[config.mk]
export PLATFORM = sky130hd
export DESIGN_NAME = uncache_arbiter
export DESIGN_NICKNAME = d
export VERILOG_FILES = /design/src/rtl/uncache_arbiter_pkg.sv /design/src/rtl/uncache_arbiter_pick.sv /design/src/rtl/uncache_arbiter.sv
export SDC_FILE = /design/constraint.sdc
export NUM_CORES = 1
export LEC_CHECK = 0
export BUFFER_PORTS_ARGS = -buffer_cell sky130_fd_sc_hd__clkbuf_2
export CAP_MARGIN = 20
export CORE_AREA = 3 3 207 209
export CTS_CLUSTER_DIAMETER = 60
export DETAILED_ROUTE_END_ITERATION = 12
export DIE_AREA = 0 0 210 212
export SYNTH_ARGS = -nofsm -noshare
export SYNTH_HDL_FRONTEND = slang
export SYNTH_SLANG_ARGS = --single-unit
[constraint.sdc]
create_clock -name clk -period 2.7 [get_ports clk]
set_input_delay 0.27 -clock clk [delete_from_list [all_inputs] [get_ports clk]]
set_output_delay 0.27 -clock clk [all_outputs]
set_load 0.03 [all_outputs]
[src/rtl/uncache_arbiter_pkg.sv]
// Shared constants and state encoding for the uncached bus arbiter.
package uncache_arbiter_pkg;

  localparam logic ENABLE  = 1'b1;
  localparam logic DISABLE = 1'b0;

  localparam logic [7:0] UARB_IF_MASK = 8'hFF;

  typedef enum logic [1:0] {
    UARB_IDLE   = 2'd0,
    UARB_IF_BUS = 2'd1,
    UARB_DM_BUS = 2'd2,
    UARB_RESP   = 2'd3
  } uarb_state_e;

endpackage

[src/rtl/uncache_arbiter_pick.sv]
// Combinational winner select between fetch and data requesters.
// UNCACHE_ARB_RR_EN selects round-robin on ptr (1 = data side preferred); otherwise data side wins.
module uarb_pick
  import uncache_arbiter_pkg::*;
(
  input  logic if_pend,
  input  logic dm_pend,
  input  logic ptr,
  output logic pick_if,
  output logic pick_dm
);

`ifdef UNCACHE_ARB_RR_EN
  assign pick_dm = dm_pend & (~if_pend | ptr);
  assign pick_if = if_pend & ~pick_dm;
`else
  logic ptr_unused;
  assign ptr_unused = ptr;
  assign pick_dm    = dm_pend;
  assign pick_if    = if_pend & ~dm_pend;
`endif

endmodule

[src/rtl/uncache_arbiter.sv]
// Arbiter/sequencer for the single uncached bus port feeding the AXI bridge.
// UNCACHE_ARB_RR_EN enables round-robin arbitration (default: data side has fixed priority).
//   state  | meaning
//   IDLE   | no request outstanding
//   IF_BUS | fetch request on the bus
//   DM_BUS | data request on the bus
//   RESP   | completion being returned
module uncache_arbiter
  import uncache_arbiter_pkg::*;
#(
  parameter int ADDR_W = 64,
  parameter int DATA_W = 64
) (
  input  logic              clk,
  input  logic              rst,
  input  logic [ADDR_W-1:0] if_addr,
  input  logic              if_re,
  output logic [DATA_W-1:0] if_data,
  output logic              if_finish,
  input  logic [ADDR_W-1:0] dm_addr,
  input  logic [DATA_W-1:0] dm_data,
  input  logic [7:0]        dm_mask,
  input  logic              dm_we,
  input  logic              dm_re,
  output logic [DATA_W-1:0] dm_rdata,
  output logic              dm_finish,
  output logic [ADDR_W-1:0] arb_addr,
  output logic [DATA_W-1:0] arb_data,
  output logic [7:0]        arb_mask,
  output logic              arb_we,
  output logic              arb_re,
  input  logic [DATA_W-1:0] in_arb_data,
  input  logic              in_arb_finish,
  output logic              busy
);

  uarb_state_e       state_q, state_d;
  logic              gnt_dm_q, gnt_dm_d;
  logic [ADDR_W-1:0] addr_q, addr_d;
  logic [DATA_W-1:0] data_q, data_d;
  logic [7:0]        mask_q, mask_d;
  logic              we_q, we_d;
  logic              re_q, re_d;
  logic [DATA_W-1:0] rdata_q, rdata_d;

  logic if_pend, dm_pend, ptr, pick_if, pick_dm;

  assign if_pend = if_re;
  assign dm_pend = dm_we | dm_re;

`ifdef UNCACHE_ARB_RR_EN
  logic ptr_q, ptr_d;
  assign ptr = ptr_q;

  // Pointer names the side that did not just win.
  always_comb begin
    ptr_d = ptr_q;
    if (state_q == UARB_IDLE && (pick_if | pick_dm)) ptr_d = pick_if;
  end

  always_ff @(posedge clk) begin
    if (rst) ptr_q <= 1'b0;
    else     ptr_q <= ptr_d;
  end
`else
  assign ptr = 1'b0;
`endif

  uarb_pick u_pick (
    .if_pend (if_pend),
    .dm_pend (dm_pend),
    .ptr     (ptr),
    .pick_if (pick_if),
    .pick_dm (pick_dm)
  );

  always_comb begin
    state_d  = state_q;
    gnt_dm_d = gnt_dm_q;
    addr_d   = addr_q;
    data_d   = data_q;
    mask_d   = mask_q;
    we_d     = we_q;
    re_d     = re_q;
    rdata_d  = rdata_q;
    case (state_q)
      UARB_IDLE: begin
        if (pick_dm) begin
          state_d  = UARB_DM_BUS;
          gnt_dm_d = ENABLE;
          addr_d   = dm_addr;
          data_d   = dm_data;
          mask_d   = dm_mask;
          we_d     = dm_we;
          re_d     = dm_re & ~dm_we;
        end else if (pick_if) begin
          state_d  = UARB_IF_BUS;
          gnt_dm_d = DISABLE;
          addr_d   = if_addr;
          data_d   = '0;
          mask_d   = UARB_IF_MASK;
          we_d     = DISABLE;
          re_d     = ENABLE;
        end
      end
      UARB_IF_BUS, UARB_DM_BUS: begin
        if (in_arb_finish) begin
          rdata_d = in_arb_data;
          we_d    = DISABLE;
          re_d    = DISABLE;
          state_d = UARB_RESP;
        end
      end
      UARB_RESP: state_d = UARB_IDLE;
      default:   state_d = UARB_IDLE;
    endcase
  end

  always_ff @(posedge clk) begin
    if (rst) begin
      state_q  <= UARB_IDLE;
      gnt_dm_q <= 1'b0;
      addr_q   <= '0;
      data_q   <= '0;
      mask_q   <= '0;
      we_q     <= 1'b0;
      re_q     <= 1'b0;
      rdata_q  <= '0;
    end else begin
      state_q  <= state_d;
      gnt_dm_q <= gnt_dm_d;
      addr_q   <= addr_d;
      data_q   <= data_d;
      mask_q   <= mask_d;
      we_q     <= we_d;
      re_q     <= re_d;
      rdata_q  <= rdata_d;
    end
  end

  assign if_finish = (state_q == UARB_RESP) & ~gnt_dm_q;
  assign dm_finish = (state_q == UARB_RESP) &  gnt_dm_q;
  assign if_data   = if_finish ? rdata_q : '0;
  assign dm_rdata  = dm_finish ? rdata_q : '0;
  assign arb_addr  = addr_q;
  assign arb_data  = data_q;
  assign arb_mask  = mask_q;
  assign arb_we    = we_q;
  assign arb_re    = re_q;
  assign busy      = (state_q != UARB_IDLE);

endmodule

== Word-level counts from Yosys, hierarchy flattened ==
Index checks and enable logic that the tools add are counted.

* Logic and storage cells: 50
* Bits in registers: 205
* Input bits: 270
* Output and inout port bits: 269

* Mux-type cells: 20
* Reductions and logical operators: 9
* Equality and inequality tests: 5
* Bitwise gates (word level): 8

{| class="wikitable"
|+ Operator list
! cell !! count
|-
| 2-to-1 mux 64 bit || 6
|-
| 2-to-1 mux 8 bit || 2
|-
| 2-to-1 mux 1 bit || 6
|-
| 2-to-1 mux 2 bit || 3
|-
| one-hot mux 2 bit (3 select lines) || 1
|-
| AND reduction 2 bit || 3
|-
| nonzero test 2 bit || 3
|-
| AND 1 bit || 4
|-
| == test 2 bit, second input constant || 2
|-
| one-hot mux 1 bit (2 select lines) || 2
|-
| != test 3 x 2 -> 1 bit, second input constant || 1
|-
| NOT 1 bit || 3
|-
| AND reduction 3 bit || 1
|-
| == test 2 x 1 -> 1 bit, second input constant || 1
|-
| logical NOT 2 bit || 1
|-
| != test 2 bit, second input constant || 1
|-
| OR reduction 2 bit || 1
|-
| bitwise OR 1 bit || 1
|}

== Depth between registers and ports, before layout ==
Gate-level depths: netlist of the first run.

* Depth in word-level cells: 6
* Gate-level depth with buffers: 8
* Mapped depth without buffers: 5

== Hierarchy ==
Synthesis of the first run repeated with hierarchy kept, for this count alone.

* Cells, all modules: 1071
* Area, all modules: 9138.8 um^2

{| class="wikitable"
|+ Modules (own cells, without submodules)
! module !! cells each !! sequential area each (um^2) !! area each (um^2) !! instances
|-
| uncache_arbiter || 1069 || 4103.9 || 9117.5 || 1
|-
| uarb_pick || 2 || 0.0 || 21.3 || 1
|}

== Least setup slack after synthesis of the first run ==
Ideal clock, no wire load.

* Path type: reg-to-output
* From: register state_q[0]
* To: output if_data[54]
* Stages on the path, launching flop included: 5
* Data arrival time: 1.437 ns
* Slack: 0.993 ns
* Data required time: 2.430 ns
* Buffers on the path: 1
* Cells stage by stage: dfxtp_1 ha_1 nor2b_1 clkbuf_1 and2_1

* Word-level cells in the longest chain between the ends: 3

{| class="wikitable"
|+ Ends and longest elaborated chain
! item !! RTL line !! text
|-
| start, declared || uncache_arbiter.sv:37 || <nowiki>uarb_state_e state_q, state_d;</nowiki>
|-
| start signal, assigned || uncache_arbiter.sv:130 || <nowiki>state_q <= state_d;</nowiki>
|-
| == test 2 bit || uncache_arbiter.sv:141 || <nowiki>assign if_finish = (state_q == UARB_RESP) & ~gnt_dm_q;</nowiki>
|-
| AND 1 bit || uncache_arbiter.sv:141 ||
|-
| net if_finish || uncache_arbiter.sv:19 || <nowiki>output logic if_finish,</nowiki>
|-
| 2-to-1 mux 64 bit || uncache_arbiter.sv:143 || <nowiki>assign if_data = if_finish ? rdata_q : '0;</nowiki>
|-
| end, declared || uncache_arbiter.sv:18 || <nowiki>output logic [DATA_W-1:0] if_data,</nowiki>
|}

The timed path passes the listed nets, and every way through them passes these cells.

== Worst setup path in the final report of the first run ==
* From: register state_q[1]
* To: output if_data[21]

* Word-level cells in the longest chain between the ends: 3

{| class="wikitable"
|+ Ends and longest elaborated chain
! item !! RTL line
|-
| == test 2 bit || uncache_arbiter.sv:141
|-
| AND 1 bit || uncache_arbiter.sv:141
|-
| 2-to-1 mux 64 bit || uncache_arbiter.sv:143
|}

No other way between the ends.

==> results of run 1 <==
[sequential cells by signal, indices dropped and copies added, names as in the netlist]
name / count
arb_mask: 8
arb_data: 64
arb_re: 1
gnt_dm_q: 1
arb_we: 1
rdata_q: 64
state_q: 2
arb_addr: 64
[worst max-delay path: cells and delay by family (launching register included)]
kind          cells  cell delay [ns]
fa+ha+maj         1             0.19
buf+inv           2             0.63
flops             1             0.36
simple gates      2             0.33
[worst paths after layout]
kind | end | slack, ns | depth (start not counted) | startpoint
setup reg to reg | arb_addr[37]$_SDFFE_PP0P_ | 0.46 | 8 | state_q[0]$_SDFFE_PP0P_
hold / removal | rdata_q[10]$_SDFFE_PP0P_ | 0.007 | 3 | in_arb_data[10]
setup / recovery | if_data[21] | 0.35 | 5 | state_q[1]$_SDFFE_PP0P_
hold reg to reg | rdata_q[56]$_SDFFE_PP0P_ | 0.46 | 2 | rdata_q[56]$_SDFFE_PP0P_
[cells in the mapped netlist, drive strengths merged (2+ instances only)]
| cell | n |
|---|---|
| buf | 42 |
| dfxtp | 205 |
| ha | 3 |
| nand2 | 196 |
| clkbuf | 58 |
| a22o | 64 |
| nor3 | 8 |
| nor2 | 86 |
| o21ai | 67 |
| o31ai | 2 |
| a21oi | 68 |
| nor2b | 3 |
| a311oi | 64 |
| inv | 3 |
| and3 | 64 |
| and2 | 66 |
[routing by layer]
layer	GRT usage (%)	share of wire, %
met5	0	0
met4	7.00	4.2
met3	3.36	7.3
met2	26.7	50
met1	16.9	39
[cell type report]
cell class                      count  area (µm²)  share of cell area [%]
Tap cell                          532         666                    4.52
Inverter                            3        11.3                  0.0764
Antenna cell                        2        5.00                  0.0340
Sequential cell                   205        4110                    27.9
Clock buffer                       35         776                    5.26
Clock inverter                     13         178                    1.21
Multi-Input combinational cell    697        4310                    29.2
Timing Repair Buffer              736        4690                    31.8
[stage by stage]
stage	hold WS [ns]	setup WS [ns]	util, %	power [µW]	instances
floorplan	0.403	0.993	-	8320	1005
global placement	0.447	0.520	29.2	9770	1996
detailed placement	0.457	0.498	29.2	9890	1996
CTS	0.000708	0.315	35.9	13900	2220
global route	0.0209	0.194	35.9	14600	2222
finish	0.00727	0.346	35.9	13800	2223
[logic make-up after synthesis]
logic type	after synthesis	synth area share, %
adder cells (fa/ha/maj)	3	0.422
AO/OA/AOI/OAI	268	25.4
buffers and inverters	103	5.82
multiplexers	1	0.112
AND/OR/NAND/NOR	425	22.2
flip-flops	205	46.1
[what timing repair did]
item,CTS,global route
setup endpoints to repair,0,0
endpoints found under the hold margin,174,0
hold buffers,176,0
[power by group through the flow]
stage / Clock [µW] / Combinational, µW / Sequential (µW)
2_1_floorplan: 0 / 2740 / 5570
3_5_place_dp: 0 / 5400 / 4490
4_1_cts: 3860 / 5630 / 4450
5_1_grt: 3970 / 6050 / 4560
6_report: 3750 / 5590 / 4460
3_3_place_gp: 0 / 5290 / 4480
==> impl_results.md, run 1 <==
- RSZ-0062 raised after global routing: false
- Wire length per cell: 16.0 µm
- Total grt overflow: 0
- CTS Buf Count: 26
- Die X-Extent: 210 µm
- Pint: 8170 µW
- CP max stage delay: 0.42 ns
- Most common flop cell mapped by yosys: dfxtp_1
- Syn Inst Count: 1005
- Net switching power: 5630 µW
- CTS tree: yes
- Register area share after synthesis: 46.1%
- Ports: 539
- WS Path Type: flop to output port
- Post-route ant nets: 0
- Initial core utilization: 21.7%
- Worst path required time: 2.43 ns
- Largest net degree at the start of global routing: 139
- Number of synthesized flops with an enable pin: 0
- Crit-path cells: ha_2 > nor2b_4 > buf_4 > and2_1 > clkbuf_2
- Slew Viols, Final: 0
- Routed WL: 35600 µm
- Total GRT Usage: 14.9%
- Status: finished, final reports clean
- Tcrit/Tclk final: 87.2%
- Commonest non-fill, non-tap cells in the layout: 537 x clkbuf_2, 204 x dfxtp_1, 195 x nand2_1
- Top cell type's share of synthesized area: 46.1%
- Worst min-delay path class: input pin to flop
- Synthesized net count: 1278
- Post-synth ARST share: 0%
- Avg Cell Area, Syn: 8.86 µm²
- Clock Skew: 0.0205 ns
- Sum Neg Setup Slack: 0 ns
- Max clock buf depth: 3
- Postcts setup bufs: 0
- Final hold violations: 0
- Critical Path AT: 2.08 ns
- Power per cell area: 937 nW/µm²
- H-tree depth: 1
- Vias in the first global route: 10200
- Initial DRC Count: 587
- Via count of the routed design: 10100
- CP max FO: 65
- Post-route DRC: 0
- Post-cts repair resize count: 0
- Yosys warning total: 0
- Clk sinks: 205
- DP Wirelength: 24700 µm
- Relative slew slack: 40.8%
- Layout cells sized above 1: 40.4%
- Tightest Pin Transition: 0.888 ns
- Routability cong.: 0.810
- F_max: 0.425 GHz
- Core area: 41000 µm²
- Synth unique cells: 29
- Most common library cell in the layout ignoring fill and taps: clkbuf_2
- Initial antenna violation count: 1
- Final nets: 1942
- # port buffers: 538
- CP startpoint kind: flop
- Largest cells by area after synthesis: dfxtp_1 46%, a311oi_2 11%, nand2_1 8.3%, a22o_1 6.3%, and2_1 4.6%
- Synthesis-stage register bit count: 205
- Max VDD drop: 607 µV
- Minimum clock period: 2.35 ns
- Setup violators final: 0
- Latest clock arrival within the worst-skew pair: 0.54 ns
- Die height: 212 µm
- Clock share of power: 27.2%
- Net switching fraction of the power: 40.8%
- Worst-path clk slew: 0.06 ns
- Row count: 74
- Clock root buffer: clkbuf_16
- Vias per Instance: 4.52
- Fillers: 4103
- Leading area contributor after synthesis: dfxtp_1
- Leakage power: 0.00694 µW
- Post-DP Area: 12000 µm²
- Global-route wire length before repair: 54400 µm
- First-pass DRT Iterations: 5
- CP max-delay cell: buf_4
- Combinational power share: 40.5%
- Die ar.: 44500 µm²
- Setup crit end kind: output port
- Reg power frac: 32.3%
- Layout area overhead: 65.5%
- Final Cell Area: 14700 µm²
- Max-cap violations: 0
- Post-synthesis cell area: 8900 µm²
(Power assumes the default switching activity.)
==> inputs of run 2 (changes only) <==
--- a/config.mk
+++ b/config.mk
@@ -11,6 +11,7 @@
 export CTS_CLUSTER_DIAMETER = 60
 export DETAILED_ROUTE_END_ITERATION = 12
 export DIE_AREA = 0 0 210 212
+export GPL_ROUTABILITY_DRIVEN = 1
 export SYNTH_ARGS = -nofsm -noshare
 export SYNTH_HDL_FRONTEND = slang
 export SYNTH_SLANG_ARGS = --single-unit
==> constraint.sdc (replaced) <==
create_clock -name clk -period 1.9 [get_ports clk]
set_input_delay 0.19 -clock clk [delete_from_list [all_inputs] [get_ports clk]]
set_output_delay 0.19 -clock clk [all_outputs]
set_load 0.03 [all_outputs]
==> run 2 against run 1 <==
  * Count of clock-buffer cells in the layout up 3
  * Hold slack better by 0.019 ns
  * The flow now finishes with violations (setup timing)
  * Cell area up 19%
  * Core utilization up 6.7 points
  * Clock skew down 0.0091 ns
  * Die area unchanged
  * Setup slack worse by 0.52 ns
  * Critical endpoint is now dm_rdata[54]
  * Combinational power up 60%
  * First-iteration DRC count up 59%
  * Sequential share of layout area down 4.4 points
  * Sequential power up 45%
  * Routed wire length up 25%
==> impl_results.md, run 2 (same netlist as run 1, synthesis figures left out) <==
- Status: finished with violations
- Failing checks: setup timing
- Die height: 212 µm
- RSZ-0062 raised after global routing: true
- Most common library cell in the layout ignoring fill and taps: clkbuf_2
- Final nets: 2052
- Place WS: 0.0628 ns
- Worst r2r src: state_q[0]$_SDFFE_PP0P_
- Worst path required time: 1.71 ns
- Hold Path End: arb_addr[40]$_SDFFE_PP0P_
- Worst Hold Path Cells: 3
- Leakage power: 0.00769 µW
- Hold wc startpoint: dm_addr[40]
- H-tree depth: 1
- Layout area overhead: 96.4%
- Relative slew slack: 59.7%
- CTS Buf Count: 24
- Minimum clock period: 2.08 ns
- WS Path Type: flop to output port
- CTS tree: yes
- Cell Count, Final, Fillers Out: 2330
- Post-route ant nets: 0
- Worst-path clk slew: 0.06 ns
- Power per cell area: 1150 nW/µm²
- Wire length per cell: 19.2 µm
- Layout cells sized above 1: 45.1%
- Tightest Pin Transition: 0.605 ns
- CP startpoint kind: flop
- Total grt overflow: 0
- Vias per Instance: 4.77
- DP Wirelength: 25300 µm
- First-pass DRT Iterations: 5
- Slew Viols, Final: 0
- Vias in the first global route: 11400
- Global-route wire length before repair: 61400 µm
- R2r setup slk: 0.07 ns
- Clock Skew: 0.0114 ns
- Core area: 41000 µm²
- Via count of the routed design: 11100
- Initial core utilization: 21.7%
- Initial antenna violation count: 0
- Total GRT Usage: 16.9%
- Post-route DRC: 0
- Setup crit end kind: output port
- Pwr Total: 20100 µW
- Ports: 539
- Largest net degree at the start of global routing: 70
- R2r endpoint: arb_addr[63]$_SDFFE_PP0P_
- Routed WL: 44600 µm
- Commonest non-fill, non-tap cells in the layout: 406 x clkbuf_2, 259 x dlygate4sd3_1, 202 x dfxtp_1
- CP max FO: 8
- Dpl cells: 2003
- Die X-Extent: 210 µm
- Worst hold slack: 0.0267 ns
- Max VDD drop: 710 µV
- # port buffers: 538
- Critical Path AT: 1.89 ns
- Clock root buffer: clkbuf_16
- Die ar.: 44500 µm²
- Tcrit/Tclk final: 109%
- F_max: 0.482 GHz
- Row count: 74
- Max-cap violations: 0
- Setup violators final: 129
- Sum Neg Setup Slack: -11.56 ns
- Latest clock arrival within the worst-skew pair: 0.53 ns
- Reg2Reg Depth: 7
- Setup ws final: -0.177 ns
- Routability cong.: 0.813
- Worst min-delay path class: input pin to flop
- Max clock buf depth: 3
- Clk sinks: 205
- Final hold violations: 0
- Initial DRC Count: 935
==> run 2: worst max-delay path by stage <==
stage	slack [ns]	to	depth (start not counted)	start
4_1_cts	-0.15	if_data[21]	6	state_q[1]$_SDFFE_PP0P_
3_5_place_dp	0.06	arb_data[54]$_SDFFE_PP0P_	5	state_q[0]$_SDFFE_PP0P_
3_3_place_gp	0.07	arb_data[3]$_SDFFE_PP0P_	5	state_q[0]$_SDFFE_PP0P_
2_1_floorplan	0.27	if_data[54]	4	state_q[0]$_SDFFE_PP0P_
5_1_grt	-0.21	dm_rdata[54]	6	state_q[1]$_SDFFE_PP0P_
6_report	-0.18	dm_rdata[54]	6	state_q[1]$_SDFFE_PP0P_
==> run 2: worst max-delay path, cell delays in order, from the launching register on <==
cell	delay [ns]
dfxtp_2	0.35
ha_4	0.14
buf_4	0.11
buf_12	0.14
clkbuf_16	0.18
and3_1	0.24
clkbuf_8	0.19
==> run 2: power breakdown <==
| part | internal [µW] | leakage, µW | total, µW | switching, µW |
|---|---|---|---|---|
| registers | 5530 | 0.00169 | 6460 | 935 |
| clock network | 2840 | 0.000391 | 4680 | 1840 |
| logic | 3230 | 0.00561 | 8930 | 5700 |
==> run 2: timing repair <==
action	in CTS	in global routing
gates cloned	5	10
resized for setup	244	267
buffers inserted	5	3
pin swaps	15	8
setup endpoints to repair	130	206
endpoints found under the hold margin	201	0
hold buffers	259	0
==> run 2: routing by layer <==
layer	vias up	global-route usage (%)	part of all wire (%)
met3	166	3.70	7.3
met5	-	0	0
li1	5067	-	-
met4	0	9.07	5.5
met2	693	31.1	50
met1	5196	18.2	37
==> run 2: cell type report <==
cell class                      count  area [µm²]
Timing Repair Buffer              846        7160
Antenna cell                        1        2.50
Fill cell                        3655       23500
Clock buffer                       38         714
Tap cell                          532         666
Inverter                            3        11.3
Sequential cell                   205        4110
Multi-Input combinational cell    699        4750
Clock inverter                      6        80.1
==> run 2: per-stage QoR <==
stage | util [%] | area [µm²]
2_1_floorplan | - | 8900
3_3_place_gp | 29.6 | 12100
3_5_place_dp | 29.6 | 12100
4_1_cts | 40.5 | 16600
5_1_grt | 42.6 | 17500
6_report | 42.6 | 17500
